[src/rtl/frame_buffer_scanout.sv]
`timescale 1ns/1ps
// frame_buffer_scanout
// Reads the stored frame buffer in raster order and streams palette indices
// downstream over valid/ready. Every stored pixel is repeated SCALE times
// horizontally and every stored line SCALE times vertically. A 3-entry FIFO
// absorbs the one-cycle synchronous read latency of the frame buffer.
//
// Ports:
//   CLK, RESET      clock, asynchronous active-high reset
//   Start           begin one frame scan (sampled only while idle)
//   fb_data         frame buffer read data, valid the cycle after read_address
//   ready           downstream accepts the current beat
//   read_address    frame buffer read address, y*H_RES + x
//   palette         palette index at the FIFO head
//   valid           palette/sof/eol/eof are meaningful
//   sof, eol, eof   first beat of frame, last beat of line, last beat of frame
//   Busy            scan in progress (state is not idle)
//   Done            one-cycle pulse after the last beat is accepted
module frame_buffer_scanout #(
  parameter int H_RES = 168,
  parameter int V_RES = 104,
  parameter int SCALE = 3
) (
  input  logic        CLK,
  input  logic        RESET,
  input  logic        Start,
  input  logic [4:0]  fb_data,
  input  logic        ready,
  output logic [14:0] read_address,
  output logic [4:0]  palette,
  output logic        valid,
  output logic        sof,
  output logic        eol,
  output logic        eof,
  output logic        Busy,
  output logic        Done
);

  localparam int DATA_W = 5;
  localparam int ADDR_W = 15;
  localparam int DEPTH  = 3;
  localparam int ENT_W  = DATA_W + 3;
  localparam int XRW    = (SCALE > 1) ? $clog2(SCALE) : 1;
  localparam int XW     = (H_RES > 1) ? $clog2(H_RES) : 1;
  localparam int YW     = (V_RES > 1) ? $clog2(V_RES) : 1;

  localparam logic [XRW-1:0] XR_MAX = XRW'(SCALE - 1);
  localparam logic [XW-1:0]  X_MAX  = XW'(H_RES - 1);
  localparam logic [YW-1:0]  Y_MAX  = YW'(V_RES - 1);

  typedef enum logic [1:0] {
    IDLE   = 2'd0,
    STREAM = 2'd1,
    DRAIN  = 2'd2,
    DONES  = 2'd3
  } state_t;

  function automatic logic [1:0] ptr_inc(input logic [1:0] p);
    return (p == 2'd2) ? 2'd0 : p + 2'd1;
  endfunction

  state_t state, state_next;

  logic [XRW-1:0] xr;
  logic [XW-1:0]  x;
  logic [XRW-1:0] yr;
  logic [YW-1:0]  y;

  logic           last_x, last_rep, final_rd;
  logic           sof_t, eol_t, eof_t;
  logic [2:0]     load;
  logic           issue;

  logic           inflight_p1;
  logic [2:0]     tags_p1;

  logic [ENT_W-1:0] mem [DEPTH];
  logic [1:0]     wr_ptr, rd_ptr, occ;
  logic           push, pop;
  logic [ENT_W-1:0] head;

  assign last_x   = (xr == XR_MAX) && (x == X_MAX);
  assign last_rep = last_x && (yr == XR_MAX);
  assign final_rd = last_rep && (y == Y_MAX);

  assign sof_t = (xr == '0) && (x == '0) && (yr == '0) && (y == '0);
  assign eol_t = last_x;
  assign eof_t = final_rd;

  // Slots already promised (stored + in flight) bound the issue; no pop lookahead.
  assign load  = {1'b0, occ} + {2'b0, inflight_p1};
  assign issue = (state == STREAM) && (load < 3'd3);

  // Counters hold after the final read so the address stays put through
  // Drain/DoneS; they are cleared on the way back to idle.
  assign read_address = ADDR_W'(y) * ADDR_W'(H_RES) + ADDR_W'(x);

  // ---- stage p0: state and read counters (issue side)
  always_ff @(posedge CLK or posedge RESET) begin
    if (RESET) begin
      state <= IDLE;
    end else begin
      state <= state_next;
    end
  end

  always_comb begin
    state_next = state;
    case (state)
      IDLE:    if (Start) state_next = STREAM;
      STREAM:  if (issue && final_rd) state_next = DRAIN;
      DRAIN:   if (!inflight_p1 && ((occ == 2'd0) || ((occ == 2'd1) && pop)))
                 state_next = DONES;
      DONES:   state_next = IDLE;
      default: state_next = IDLE;
    endcase
  end

  always_ff @(posedge CLK or posedge RESET) begin
    if (RESET) begin
      xr <= '0;
      x  <= '0;
      yr <= '0;
      y  <= '0;
    end else if (state == DONES) begin
      xr <= '0;
      x  <= '0;
      yr <= '0;
      y  <= '0;
    end else if (issue && !final_rd) begin
      if (xr != XR_MAX) begin
        xr <= xr + XRW'(1);
      end else begin
        xr <= '0;
        if (x != X_MAX) begin
          x <= x + XW'(1);
        end else begin
          x <= '0;
          if (yr != XR_MAX) begin
            yr <= yr + XRW'(1);
          end else begin
            yr <= '0;
            y  <= y + YW'(1);
          end
        end
      end
    end
  end

  // ---- stage p1: read in flight, tags wait for fb_data
  always_ff @(posedge CLK or posedge RESET) begin
    if (RESET) begin
      inflight_p1 <= 1'b0;
    end else begin
      inflight_p1 <= issue;
    end
  end

  always_ff @(posedge CLK) begin
    if (issue) begin
      tags_p1 <= {sof_t, eol_t, eof_t};
    end
  end

  // ---- stage p2: FIFO capture and head
  assign push = inflight_p1;
  assign pop  = valid && ready;

  always_ff @(posedge CLK) begin
    if (push) begin
      mem[wr_ptr] <= {tags_p1, fb_data};
    end
  end

  always_ff @(posedge CLK or posedge RESET) begin
    if (RESET) begin
      wr_ptr <= 2'd0;
      rd_ptr <= 2'd0;
      occ    <= 2'd0;
    end else begin
      if (push) wr_ptr <= ptr_inc(wr_ptr);
      if (pop)  rd_ptr <= ptr_inc(rd_ptr);
      case ({push, pop})
        2'b10:   occ <= occ + 2'd1;
        2'b01:   occ <= occ - 2'd1;
        default: occ <= occ;
      endcase
    end
  end

  // Outputs are gated by valid so an empty FIFO (including after reset)
  // presents zeros regardless of stale storage contents.
  assign head    = mem[rd_ptr];
  assign valid   = (occ != 2'd0);
  assign palette = valid ? head[DATA_W-1:0] : '0;
  assign sof     = valid & head[DATA_W+2];
  assign eol     = valid & head[DATA_W+1];
  assign eof     = valid & head[DATA_W];

  assign Busy = (state != IDLE);
  assign Done = (state == DONES);

endmodule

[config.mk]
export PLATFORM = sky130hd
export DESIGN_NAME = frame_buffer_scanout
export DESIGN_NICKNAME = d
export VERILOG_FILES = /design/src/rtl/frame_buffer_scanout.sv
export SDC_FILE = /design/constraint.sdc
export NUM_CORES = 1
export LEC_CHECK = 0
export ABC_AREA = 1
export BUFFER_PORTS_ARGS = -buffer_cell sky130_fd_sc_hd__buf_2
export CAP_MARGIN = 20
export CORE_MARGIN = 4
export CORE_UTILIZATION = 50
export DETAILED_ROUTE_END_ITERATION = 6
export PLACE_DENSITY = 0.73
export SYNTH_ARGS = -nofsm -noshare
export SYNTH_HDL_FRONTEND = slang
export SYNTH_SLANG_ARGS = --single-unit
[constraint.sdc]
create_clock -name CLK -period 8.8 [get_ports CLK]
set_clock_uncertainty 0.2 [all_clocks]
set_input_delay 0.44 -clock CLK [delete_from_list [all_inputs] [get_ports CLK]]
set_output_delay 0.44 -clock CLK [all_outputs]
set_load 0.03 [all_outputs]
# Word level (Yosys, flattened, before mapping)
# Memories as Yosys holds them, arrays and structs flattened.
# Cells that the tools add are included.
[word_totals]
ramBits = 24
register_bits = 31
mem_count = 1
elab_cells = 103
[mem_list]
columns = ["memory", "words", "word_bits", "read_ports", "rd_ports_with_merged_regs", "write_ports", "line_no", "rtl"]
rows = [
  ["mem", 3, 8, 1, 0, 1, "77", "logic [ENT_W-1:0] mem [DEPTH];"],
]
[classes]
n_reduce_logical = 29
bitwise_logic = 3
multipliers = 1
n_eq_ne = 21
muxes = 27
addsub = 10
n_lt_le_gt_ge = 1
[ops]
columns = ["cell", "count"]
rows = [
  ["7-bit 2-to-1 mux", 5],
  ["8-bit 2-to-1 mux", 4],
  ["2-bit 2-to-1 mux", 13],
  ["15-bit by 8-bit adder with 15-bit output", 1],
  ["2-bit equality test, second input constant", 7],
  ["2-bit inequality test, second input constant", 7],
  ["1-bit logical AND", 12],
  ["7-bit by 5-bit multiplier with 12-bit output, second input constant", 1],
  ["2-bit by 1-bit adder with 2-bit output, second input constant", 5],
  ["8-bit by 1-bit adder with 8-bit output, second input constant", 1],
  ["8-bit equality test, second input constant", 1],
  ["2-bit logical NOT", 4],
  ["8-bit logical NOT", 1],
  ["8-bit inequality test, second input constant", 1],
  ["2-bit case mux with 4 select lines", 1],
  ["2-bit nonzero test", 4],
  ["7-bit by 1-bit adder with 7-bit output, second input constant", 1],
  ["7-bit equality test, second input constant", 1],
  ["7-bit logical NOT", 1],
  ["2-bit by 1-bit equality test with 1-bit output, second input constant", 3],
  ["3-bit AND reduction", 2],
  ["5-bit 2-to-1 mux", 1],
  ["2-bit case mux with 2 select lines", 1],
  ["4-bit AND reduction", 1],
  ["other kinds (9)", 13],
]

# Logic depth before layout (Yosys ltp)
# Gate-level depths: netlist of the first run.
[logic_depth]
word_depth = 8
ltp_mapped = 16

# Least setup slack after synthesis of the first run
# Ideal clock, no wire load.
[synth_timing]
path_type = "register to output"
startpoint = "reg y[2]"
endpoint = "out read_address[11]"
path_buffers = 0
stages_incl_launch_ff = 15
arrival_ns = 3.018
path_slack_ns = 5.142
cell_sequence = "dfrtp_1 ha_1 ha_1 fa_1 ha_1 nand2_1 nand2_1 inv_1 nand2_1 nand2_1 nand2_1 inv_1 nand2_1 nor2_1 xor2_1"
[synth_via]
elab_chain_len = 2
[synth_rtl]
columns = ["item", "line_no", "rtl"]
rows = [
  ["from (decl)", "67", "logic [YW-1:0] y;"],
  ["from (signal assigned)", "143", "y <= y + YW'(1);"],
  ["7-bit by 5-bit multiplier with 12-bit output", "96", "assign read_address = ADDR_W'(y) * ADDR_W'(H_RES) + ADDR_W'(x);"],
  ["15-bit by 8-bit adder with 15-bit output", "96", ""],
  ["to (decl)", "29", "output logic [14:0] read_address,"],
]
# Every way passes these cells.

# Worst setup path after layout of the first run
[layout_timing]
startpoint = "reg y[4]"
endpoint = "out read_address[13]"
# The elaborated chain is that of the path after synthesis.

==> results.sh, run 1 <==
export IMPL_synth_common_cells="124 x nand2_1, 63 x inv_1, 42 x ha_1"
export IMPL_worstPathRequired_ps=8160
export IMPL_p_per_area_nw_per_um2=246
export IMPL_syn_cell_area_sq_um=3760
export IMPL_detailed_place_area_sq_um=4020
export IMPL_synthArstFlopShare_pct=50.9
export IMPL_crit_arrival_ps=3430
export IMPL_initial_utilization_pct=51.5
export IMPL_grt_overflow=0
export IMPL_tns_ps=0
export IMPL_cts_tree="built"
export IMPL_final_antenna_net_count=0
export IMPL_drc=0
export IMPL_avgSynthCellArea_sq_um=8.37
export IMPL_synth_top_cell_area_share_pct=21.6
export IMPL_ys_top_cells_by_area="edfxtp_1 22%, dfrtp_1 19%, ha_1 14%, nand2_1 12%, inv_1 6.3%"
export IMPL_final_nets=542
export IMPL_io_pins=35
export IMPL_worst_pin_slew_ps=724
export IMPL_yosysMostFrequentCell="nand2_1"
export IMPL_ys_flop_type="dfrtp_1"
export IMPL_dpl_hpwl_um=5220
export IMPL_total_power_uw=1020
export IMPL_worstHoldPathType="input pin to register"
export IMPL_fill_cells=672
export IMPL_cts_buffer_depth=2
export IMPL_multi_input_area_sq_um=1940
export IMPL_ys_ff_latch=55
export IMPL_grt_max_degree=29
export IMPL_fp_coreArea_sq_um=7290
export IMPL_firstDrtPassIters=4
export IMPL_rsz0062_at_grt="false"
export IMPL_fp_row_count=31
export IMPL_end_kind="output port"
export IMPL_period_minus_slack_ps=4070
export IMPL_crit_type="register to output port"
export IMPL_cts_buffers=5
export IMPL_die_height_um=94.7
export IMPL_syn_inst=449
export IMPL_slew_headroom_pct=51.4
export IMPL_dieArea_sq_um=8970
export IMPL_grt_pass1_wl_um=11800
export IMPL_clkTransAtPathRegs_ps=100
export IMPL_yosysTopAreaCell="edfxtp_1"
export IMPL_vias=2929
export IMPL_cap_violations=0
export IMPL_finalHoldViolCount=0
export IMPL_yosys_warnings=0
export IMPL_register_area_sq_um=1510
export IMPL_via_per_inst=4.98
export IMPL_cp_start_kind="register"
export IMPL_clk_latency_ps=310
export IMPL_clock_fmax_mhz=246
export IMPL_n_antenna_cell=0
export IMPL_synth_cell_types=38
export IMPL_htree_levels=2
export IMPL_grt_pass1_vias=2715
export IMPL_worstPathMaxFanout=8
export IMPL_synth_edf_count=27
export IMPL_maxSlewViolCount=0
export IMPL_ir_drop_mv=0.124
export IMPL_grtUsageTotal_pct=16.4
export IMPL_gp_congestion=0.849
export IMPL_io_buffer_count=34
export IMPL_p_leak_uw=0.00219
export IMPL_grt_antenna_before_repair=0
export IMPL_fin_area_sq_um=4160
export IMPL_wirelength_um=6890
export IMPL_first_iter_violations=98
export IMPL_seq_area_frac_synth_pct=40.2
export IMPL_wl_per_cell_um=11.7
export IMPL_areaGrowthSynthToFinish_pct=10.6
export IMPL_drive_gt1_share_pct=12.9
export IMPL_finalCritPeriodShare_pct=46.2
export IMPL_syn_num_nets=503
export IMPL_outcome="completed"
export IMPL_cts_sinks=55
export IMPL_cts_root_buf="clkbuf_8"
export IMPL_setup_violations_final=0
export IMPL_die_w_um=94.7
registers in the layout (all words and copies together) (netlist names):
name and flops:
state 2, occ 2, y 7, xr 2, mem 24, tags_p1 3
inflight_p1 1, rd_ptr 2, yr 2, wr_ptr 2, x 8
path summary, 6_finish.rpt:
| check | cells after the start | to | startpoint | slack, ps |
|---|---|---|---|---|
| setup / recovery | 17 | read_address[13] | y[4] | 4730 |
| hold / removal | 1 | mem[1][3] | fb_data[3] | 120 |
| setup reg to reg | 10 | y[1] | inflight_p1 | 6200 |
| hold reg to reg | 0 | mem[1][5] | tags_p1[0] | 270 |
| max in group asynchronous | 4 | y[0] | RESET | 7610 |
| min in group asynchronous | 3 | occ[0] | RESET | 400 |
placed cells by master, fill, tap and decap left out, types with 2 or more instances in the layout:
master / instances
nor2_4: 2
inv_2: 2
ha_1: 42
fa_1: 3
clkbuf_8: 5
buf_2: 34
nand2_1: 124
nand3b_1: 4
nand3_2: 2
dfrtp_1: 28
nor2_1: 25
nor3_1: 6
nand2_2: 5
nand3_1: 38
edfxtp_1: 27
buf_4: 3
xor2_1: 9
inv_1: 63
o21bai_1: 2
o21ai_0: 8
clkinv_1: 2
nand4_1: 10
nor3b_1: 2
xnor2_1: 8
o21ai_1: 9
nor4_1: 2
a21oi_1: 8
routing by layer:
| metal | GRT usage, % | up-vias | part of all wire, % |
|---|---|---|---|
| met1 | 21.8 | 1317 | 48 |
| met4 | 3.97 | 0 | 1.1 |
| met2 | 28.2 | 61 | 47 |
| met3 | 2.23 | 8 | 3.7 |
| met5 | 0 | - | 0 |
| li1 | - | 1543 | - |
worst max-delay path, cell delays in order (launching register included):
cell and delay (ps):
dfrtp_1 530, ha_1 300, ha_1 310, fa_1 460, ha_1 370, nand2_1 100, nand2_1 70, inv_1 70
nand2_1 70, nand2_1 60, nand2_1 70, inv_1 80, nand2_1 50, nor2_1 190, nand3_1 100, nand2_1 80
nand2_1 50, buf_2 170
power breakdown:
part           internal, uW  switching, uW  total (uW)  leakage, uW
logic                   158            335         492      0.00153
registers               338           49.1         387     0.000617
clock network          58.6           85.1         144    0.0000463
total                   554            469        1020      0.00219
timing repair:
action,in CTS,in global routing
setup buffers,0,0
gates resized for setup,0,0
setup endpoints to repair,0,0
hold buffers,0,1
endpoints found under the hold margin,0,4
through the flow:
| stage | setup WS (ps) | util, % | hold slack (ps) | std cells |
|---|---|---|---|---|
| 6_report | 4730 | 57.0 | 125 | 588 |
| 5_1_grt | 4430 | 57.0 | 119 | 588 |
| 4_1_cts | 4760 | 56.5 | 118 | 586 |
| 3_5_place_dp | 5090 | 55.1 | 258 | 578 |
| 3_3_place_gp | 5160 | 55.1 | 249 | 578 |
| 2_1_floorplan | 5140 | - | 240 | 449 |
area by class of cell:
type | count | area share [%]
Clock buffer | 5 | 1.66
Clock inverter | 3 | 0.662
Inverter | 67 | 6.05
Multi-Input combinational cell | 320 | 46.7
Sequential cell | 55 | 36.4
Tap cell | 99 | 2.98
Timing Repair Buffer | 39 | 5.54
logic make-up after synthesis:
| family | count (synthesis) | synth area share (%) |
|---|---|---|
| multiplexers | 1 | 0.300 |
| flip-flops | 55 | 40.2 |
| adder cells (fa/ha/maj) | 45 | 15.6 |
| AO/OA/AOI/OAI | 32 | 4.70 |
| buffers and inverters | 74 | 8.09 |
| XOR/XNOR | 17 | 3.96 |
| AND/OR/NAND/NOR | 225 | 27.1 |
No activity file was read; power rests on OpenSTA's default activity.
==> run 2: changes to the inputs <==
- clock period: 8.8 -> 4 ns (I/O delays scaled with it)
==> results.sh, run 2 (synthesis gave the netlist of run 1 again) <==
export IMPL_period_minus_slack_ps=3700
export IMPL_layout_common_cells="124 x nand2_1, 63 x inv_1, 40 x ha_1, 38 x nand3_1, 34 x buf_2"
export IMPL_detailed_place_area_sq_um=4020
export IMPL_drive_gt1_share_pct=14.6
export IMPL_multi_input_area_sq_um=1950
export IMPL_worstPathMaxFanout=8
export IMPL_regToRegEndpoint="y[1]"
export IMPL_fp_row_count=31
export IMPL_cts_root_buf="clkbuf_8"
export IMPL_ir_drop_mv=0.291
export IMPL_clk_latency_ps=300
export IMPL_top_regs="mem x24, x x8, y x7"
export IMPL_vias=2984
export IMPL_fin_util_pct=57.7
export IMPL_io_buffer_count=34
export IMPL_grtUsageTotal_pct=16.7
export IMPL_hold_depth=5
export IMPL_dpl_hpwl_um=5340
export IMPL_cap_violations=0
export IMPL_crit_arrival_ps=3300
export IMPL_tns_ps=0
export IMPL_fill_cells=680
export IMPL_finalCritPeriodShare_pct=92.6
export IMPL_maxSlewViolCount=0
export IMPL_min_to="rd_ptr[0]"
export IMPL_clkTransAtPathRegs_ps=100
export IMPL_largest_reg_flops=24
export IMPL_grt_pass1_wl_um=12100
export IMPL_end_kind="output port"
export IMPL_crit_type="register to output port"
export IMPL_fin_area_sq_um=4210
export IMPL_firstDrtPassIters=4
export IMPL_worstHoldPathType="input pin to register"
export IMPL_pre_cts_ws_ps=524
export IMPL_finalHoldViolCount=0
export IMPL_crit_slowest_cell="fa_1"
export IMPL_fin_ws_ps=297
export IMPL_first_iter_violations=120
export IMPL_grt_antenna_before_repair=0
export IMPL_wirelength_um=6960
export IMPL_grt_max_degree=29
export IMPL_postCtsSetupBuffers=0
export IMPL_startpoint="y[2]"
export IMPL_drc=0
export IMPL_outcome="completed"
export IMPL_rsz0062_at_grt="false"
export IMPL_dp_cells=578
export IMPL_worstPathRequired_ps=3600
export IMPL_areaGrowthSynthToFinish_pct=11.9
export IMPL_grt_pass1_vias=2831
export IMPL_io_pins=35
export IMPL_fp_coreArea_sq_um=7290
export IMPL_p_per_area_nw_per_um2=535
export IMPL_p_leak_uw=0.00219
export IMPL_wl_per_cell_um=11.7
export IMPL_hp_start="ready"
export IMPL_die_height_um=94.7
export IMPL_gp_congestion=0.850
export IMPL_initial_utilization_pct=51.5
export IMPL_worst_pin_slew_ps=761
export IMPL_reg2reg_slack_ps=1400
export IMPL_dieArea_sq_um=8970
export IMPL_final_antenna_net_count=0
export IMPL_cts_buffers=5
export IMPL_via_per_inst=5.03
export IMPL_cts_tree="built"
export IMPL_top_register="mem"
export IMPL_final_nets=547
export IMPL_final_common_cell="nand2_1"
export IMPL_worstRegToRegCells=10
export IMPL_register_area_sq_um=1520
export IMPL_htree_levels=2
export IMPL_grt_overflow=0
export IMPL_n_antenna_cell=0
export IMPL_instances_no_fill=593
export IMPL_die_w_um=94.7
export IMPL_cp_start_kind="register"
export IMPL_slowest_delay_ps=510
export IMPL_cts_sinks=55
export IMPL_setup_violations_final=0
export IMPL_r2r_start="inflight_p1"
export IMPL_cts_buffer_depth=2
export IMPL_slew_headroom_pct=48.9
export IMPL_cp_cell_sequence="ha_1 -> ha_1 -> fa_1 -> ha_2 -> nand2_1 -> nand2_1 -> inv_1 -> nand2_1 -> nand2_1 -> nand2_1 -> inv_1 -> nand2_1 -> nor2_2 -> nand3_1 -> nand2_1 -> nand2_1 -> buf_2"
export IMPL_crit_top_cell="nand2_1"
export IMPL_clock_fmax_mhz=270
-- run 2: changes by cell type in the layout (fill, tap and decap cells not counted), moves of 2 or more --
cell	delta
dfrtp_1	-5
ha_1	-2
ha_2	+2
nor2_2	+2
nor2_1	-2
dlygate4sd3_1	+5
dfrtp_2	+5
-- run 2: power breakdown --
group          switching, uW  internal, uW
sequential               108           745
clock                    178           127
combinational            743           352
total                   1030          1220
-- run 2: per-stage QoR --
stage | power (uW) | hold WS, ps
3_5_place_dp | 1960 | 204
4_1_cts | 2270 | 89.5
5_1_grt | 2440 | 106
2_1_floorplan | 1700 | 65.4
6_report | 2250 | 87.4
3_3_place_gp | 1920 | 201
-- run 2: what timing repair did --
| action | 4_1_cts | 5_1_grt |
|---|---|---|
| hold buffers | 6 | 0 |
| gates resized for setup | 0 | 9 |
| hold endpoints to repair | 43 | 0 |
| endpoints found under the setup margin | 0 | 4 |
-- run 2: routing by layer --
layer | vias to the layer above | routed length [um] | global-route usage, %
met4 | 0 | 36 | 3.00
met1 | 1363 | 3200 | 21.4
met3 | 7 | 275 | 2.39
met2 | 62 | 3450 | 30.0
met5 | - | 0 | 0
li1 | 1552 | - | -
-- run 2: worst max path at each step --
stage,to,cells after the start
6_report,read_address[13],17
5_1_grt,read_address[14],15
4_1_cts,read_address[13],17
3_5_place_dp,read_address[13],16
3_3_place_gp,read_address[14],15
2_1_floorplan,read_address[11],14
-- run 2: worst max-delay path: cells and delay by family (launching register included) --
kind,cells,cell delay (ps)
fa+ha+maj,4,1430
simple gates,10,770
flops,1,480
buf+inv,3,320
-- run 2: area by class of cell --
type | instances | share of cell area, %
timing repair buffer | 44 | 6.37
inverter | 67 | 5.98
clock buffer | 5 | 1.64
tap | 99 | 2.95
sequential | 55 | 36.1
clock inverter | 3 | 0.565
multi-input combinational | 320 | 46.4
